### config.mk
export PLATFORM = sky130hd
export DESIGN_NAME = nec_int_ctrl
export DESIGN_NICKNAME = d
export VERILOG_FILES = /design/src/rtl/nec_int_ctrl.sv
export SDC_FILE = /design/constraint.sdc
export NUM_CORES = 1
export LEC_CHECK = 0
export CORE_MARGIN = 4
export CORE_UTILIZATION = 50
export CTS_CLUSTER_DIAMETER = 30
export DETAILED_ROUTE_END_ITERATION = 6
export PLACE_DENSITY = 0.72
export SYNTH_ARGS = -nofsm -noshare
export SYNTH_HDL_FRONTEND = slang
export SYNTH_SLANG_ARGS = --single-unit
### constraint.sdc
create_clock -name clk -period 3.3 [get_ports clk]
set_input_delay 0.495 -clock clk [delete_from_list [all_inputs] [get_ports clk]]
set_output_delay 0.495 -clock clk [all_outputs]
set_load 0.01 [all_outputs]
### src/rtl/nec_int_ctrl.sv
// nec_int_ctrl: 8-input uPD71059-style interrupt controller with ICW/OCW port and two-cycle vectored acknowledge
module nec_int_ctrl #(
  parameter int EDGE_SYNC = 1
) (
  input  logic       clk,
  input  logic       n_reset,
  input  logic       ce,
  input  logic       cs,
  input  logic       a0,
  input  logic       wr,
  input  logic       rd,
  input  logic [7:0] din,
  output logic [7:0] dout,
  input  logic [7:0] ir,
  input  logic       inta,
  output logic       intreq
);
  typedef enum logic [1:0] {ICW2, ICW3, ICW4, READY} init_t;
  init_t st, st_n;
  logic [7:0] irr, isr, imr, hist, s0, s1, sync, pend;
  logic [7:0] irr_n, isr_n, imr_n;
  logic [4:0] vbase, vbase_n;
  logic [2:0] ack_lvl, ack_lvl_n;
  logic [1:0] rsel, rsel_n;
  logic [3:0] plow, elow;
  logic ltim, sngl, ic4_req, aeoi, ack_ph, spur;
  logic ltim_n, sngl_n, ic4_req_n, aeoi_n, ack_ph_n, spur_n;
  function automatic logic [3:0] low(input logic [7:0] v);
    low = 4'd8;
    for (int i = 7; i >= 0; i--) if (v[i]) low = 4'(i);
  endfunction
  assign sync = (EDGE_SYNC != 0) ? s1 : s0;
  assign pend = irr & ~imr;
  assign plow = low(pend);
  assign dout = ack_ph ? {vbase, ack_lvl} :
                (cs && rd) ? (a0 ? imr : rsel == 2'b11 ? isr : rsel == 2'b10 ? irr : 8'h00) : 8'h00;
  // acknowledge first, then request capture, then the CPU write so ICW1 overrides everything
  always_comb begin
    st_n = st; irr_n = irr; isr_n = isr; imr_n = imr; vbase_n = vbase;
    ack_lvl_n = ack_lvl; rsel_n = rsel; ltim_n = ltim; sngl_n = sngl;
    ic4_req_n = ic4_req; aeoi_n = aeoi; ack_ph_n = ack_ph; spur_n = spur;
    if (inta && !ack_ph) begin
      ack_ph_n = 1'b1;
      spur_n = plow[3];
      ack_lvl_n = plow[3] ? 3'd7 : plow[2:0];
      if (!plow[3]) begin
        isr_n[plow[2:0]] = 1'b1;
        if (!ltim) irr_n[plow[2:0]] = 1'b0;
      end
    end else if (inta) begin
      ack_ph_n = 1'b0;
      if (aeoi && !spur) isr_n[ack_lvl] = 1'b0;
    end
    irr_n = ltim ? sync : irr_n | (sync & ~hist);
    elow = low(isr_n);
    if (cs && wr) begin
      if (!a0 && din[4]) begin
        ltim_n = din[3]; sngl_n = din[1]; ic4_req_n = din[0];
        irr_n = 8'h00; isr_n = 8'h00; imr_n = 8'h00; ack_ph_n = 1'b0;
        st_n = ICW2;
      end else if (st == ICW2 && a0) begin
        vbase_n = din[7:3];
        st_n = !sngl ? ICW3 : ic4_req ? ICW4 : READY;
      end else if (st == ICW3 && a0) begin
        st_n = ic4_req ? ICW4 : READY;
      end else if (st == ICW4 && a0) begin
        aeoi_n = din[1];
        st_n = READY;
      end else if (st == READY && a0) begin
        imr_n = din;
      end else if (st == READY && !din[3]) begin
        if (din[7:5] == 3'b001 && !elow[3]) isr_n[elow[2:0]] = 1'b0;
        if (din[7:5] == 3'b011) isr_n[din[2:0]] = 1'b0;
      end else if (st == READY && din[1]) begin
        rsel_n = din[1:0];
      end
    end
  end
  always_ff @(posedge clk or negedge n_reset) begin
    if (!n_reset) begin
      st <= READY; irr <= '0; isr <= '0; imr <= 8'hFF; vbase <= '0;
      ack_lvl <= '0; rsel <= 2'b10; ltim <= 1'b0; sngl <= 1'b0; ic4_req <= 1'b0;
      aeoi <= 1'b0; ack_ph <= 1'b0; spur <= 1'b0; intreq <= 1'b0;
      s0 <= '0; s1 <= '0; hist <= '0;
    end else if (ce) begin
      st <= st_n; irr <= irr_n; isr <= isr_n; imr <= imr_n; vbase <= vbase_n;
      ack_lvl <= ack_lvl_n; rsel <= rsel_n; ltim <= ltim_n; sngl <= sngl_n;
      ic4_req <= ic4_req_n; aeoi <= aeoi_n; ack_ph <= ack_ph_n; spur <= spur_n;
      intreq <= !plow[3] && plow < low(isr);
      s0 <= ir; s1 <= s0; hist <= sync;
    end
  end
endmodule

==> impl_metrics.ini <==
[outcome]
status = finished clean

[grt]
grt_pass1_wl_mm = 17.4
gr-total-overflow = 0
antenna_found_initial = 0
grt_max_degree = 32
grt_pass1_vias = 3317
grt_usage_pct = 25.3

[setup_path]
critical_path_class = in2out
critical_path_arrival_ns = 2.17
cp_data_required_time_ns = 2.80
startpoint_type = input port
r2r-end = isr[5]
critPathMaxFanout = 8
r2r_cells = 8
cp-end-kind = output pin
rr_startpoint = ack_ph
r2r_slack_ns = 0.81

[clocking]
hold_buffers = 0
htree_levels = 3
cts_buffer_depth = 2
cts_tree = yes
clk_pin_slew_worst_paths_ns = 0.09
cts_root_buf = clkbuf_8
clock_sinks = 67
cts_buffers = 9
ctsResizeCount = 0
insertion_delay_ns = 0.36
post-cts-setup-buffers = 0

[layout]
final_common_cell = dfrtp_1
num_antenna_cells = 0
register_area_mm2 = 0.00169
n_fill_cell = 641
final_cell_mix = dfrtp_1, nand2_1, o21ai_0
multiInputGateArea_mm2 = 0.00206
postLayoutCoreUtil_pct = 60.8
synthToLayoutAreaGrowth_pct = 16.3
fin_cells = 549
drive_gt1_share_pct = 17.3
nNetsFinal = 473

[logic_synthesis]
synth_simple_gate_area_share_pct = 21.8
synth_edf_count = 0
netlist_area_mm2 = 0.00387
synth_nets = 440
synth-seq-cells = 67
synth_cell_types = 60
synth-adder-area-share_pct = 1.29
synth_top_area_share_pct = 36.2
syn_inst = 412
ys_warn_count = 0
synth-async-reset-ratio_pct = 100
synthMuxAreaShare_pct = 11.1
synthXorXnorAreaFrac_pct = 0
synth_top_family_by_area = simple AND/OR/NAND/NOR gates
synth-compound-area-share_pct = 19.0
synth-main-ff-cell = dfrtp_1
yosys.area.top_type = dfrtp_1
synth_area_leaders = dfrtp_1, mux2_2, dfstp_2
synth-seq-area-share_pct = 43.7
syn_area_per_cell_um2 = 9.40

[placed_design]
numPortBuffers = 32
gp_congestion = 1.01
placedCellCount = 533
preCtsSetupSlack_ns = 0.539
dp_hpwl_mm = 7.93

[floorplanning]
dieArea_mm2 = 0.00922
ios = 33
rows = 31
coreArea_mm2 = 0.00741
dieHeight_um = 96.0
die_w_um = 96.0
start_util_pct = 52.3

[timing]
finalSetupTns_ns = 0
layout_min_cycle_time_ns = 2.67
maxSlewHeadroom_pct = 46.8
setup_viol = 0
post-route-period-util_pct = 80.9
worst_hold_slack_ns = 0.199
final-hold-violation-count = 0
finalClockSkew_ns = 0.0122
fmax_ghz = 0.375
worst_pin_slew_ns = 0.791
setup_ws_ns = 0.632
rsz0062_at_grt = no
slew_violations = 0

[job]
drv_cap = 0

[power_and_ir_drop]
vdd_drop_max_v = 0.000448
power_frac_comb_pct = 34.7
clkPwrFrac_pct = 22.8
p_sw_mw = 1.30
p_int_mw = 1.93
power_leakage_nw = 1.82
power_density_mw_per_mm2 = 717
p_seq_share_pct = 42.5
swShare_pct = 40.3

[route]
vias = 3474
ant_nets = 0
firstDrtPassIters = 5
drt_iter0_markers = 481
wl_per_cell_um = 19.9
drc = 0
via_per_inst = 6.33
wirelength_mm = 10.9

[hold_path]
hp-class = in2async
-- routing by layer --
metal	wire, um	up-vias	GRT usage [%]
met3	940	29	4.77
met5	0	-	0
met2	4860	212	37.7
li1	-	1576	-
met1	4750	1657	35.5
met4	369	0	11.1
-- power groups by stage --
stage | combinational, mW | clock [mW] | sequential (mW)
final | 1.12 | 0.737 | 1.37
after global routing | 1.22 | 0.789 | 1.40
after CTS | 1.10 | 0.753 | 1.36
after detailed placement | 1.09 | 0 | 1.38
after global placement | 1.08 | 0 | 1.37
after floorplan | 0.828 | 0 | 1.22
-- synthesized netlist by cell type (all sizes together) (2+ instances only) --
| master | count |
|---|---|
| o211ai | 5 |
| nand2b | 18 |
| dfstp | 11 |
| and3 | 2 |
| nor3b | 3 |
| buf | 6 |
| nor4 | 6 |
| nand4b | 2 |
| o31ai | 6 |
| o21ai | 38 |
| dfrtp | 56 |
| nand3 | 15 |
| a32o | 8 |
| nor3 | 11 |
| nor2b | 7 |
| nand4 | 3 |
| inv | 14 |
| nand2 | 55 |
| o22ai | 4 |
| a22o | 7 |
| nor2 | 27 |
| mux2 | 31 |
| ha | 4 |
| nand4bb | 3 |
| o41ai | 2 |
| mux2i | 8 |
| and2b | 2 |
| and2 | 2 |
| a31oi | 8 |
| clkbuf | 11 |
| a21oi | 15 |
| or2 | 2 |
-- kinds of logic after synthesis --
kind of cell / count (synthesis)
AND/OR/NAND/NOR: 163
multiplexers: 39
flip-flops: 67
adder cells (fa/ha/maj): 4
buffers and inverters: 31
AO/OA/AOI/OAI: 108
-- cell type report --
type,count,share of cell area (%)
tap,99,2.75
sequential,67,37.5
inverter,14,1.17
timing repair buffer,39,8.17
clock buffer,9,2.75
clock inverter,7,1.86
multi-input combinational,314,45.8
-- sequential cells by signal, summed over array words and instances, names as in the netlist, 2 cells and up --
register / flops
hist: 8
imr: 8
irr: 8
isr: 8
s0: 8
s1: 8
vbase: 5
ack_lvl: 3
rsel: 2
st: 2
-- how the worst max path moves through the flow --
stage               startpoint      end  slack [ns]
floorplan               ack_ph   isr[7]        1.29
global placement          inta   isr[5]        0.54
detailed placement        inta   isr[5]        0.54
CTS                         a0  dout[5]        0.64
global route                cs  dout[0]        0.52
finish                      a0  dout[5]        0.63
-- stage by stage --
stage,power (mW),area [um^2]
floorplan,2.05,3870
finish,3.23,4500
global placement,2.45,4300
global route,3.41,4500
CTS,3.21,4500
detailed placement,2.46,4300
-- critical path: stages --
cell and delay, ns:
clkdlybuf4s50_1 0.41, nand2b_1 0.26, o21ai_0 0.32, a22o_1 0.17, clkdlybuf4s50_1 0.52
No activity file was read; power rests on OpenSTA's default activity.
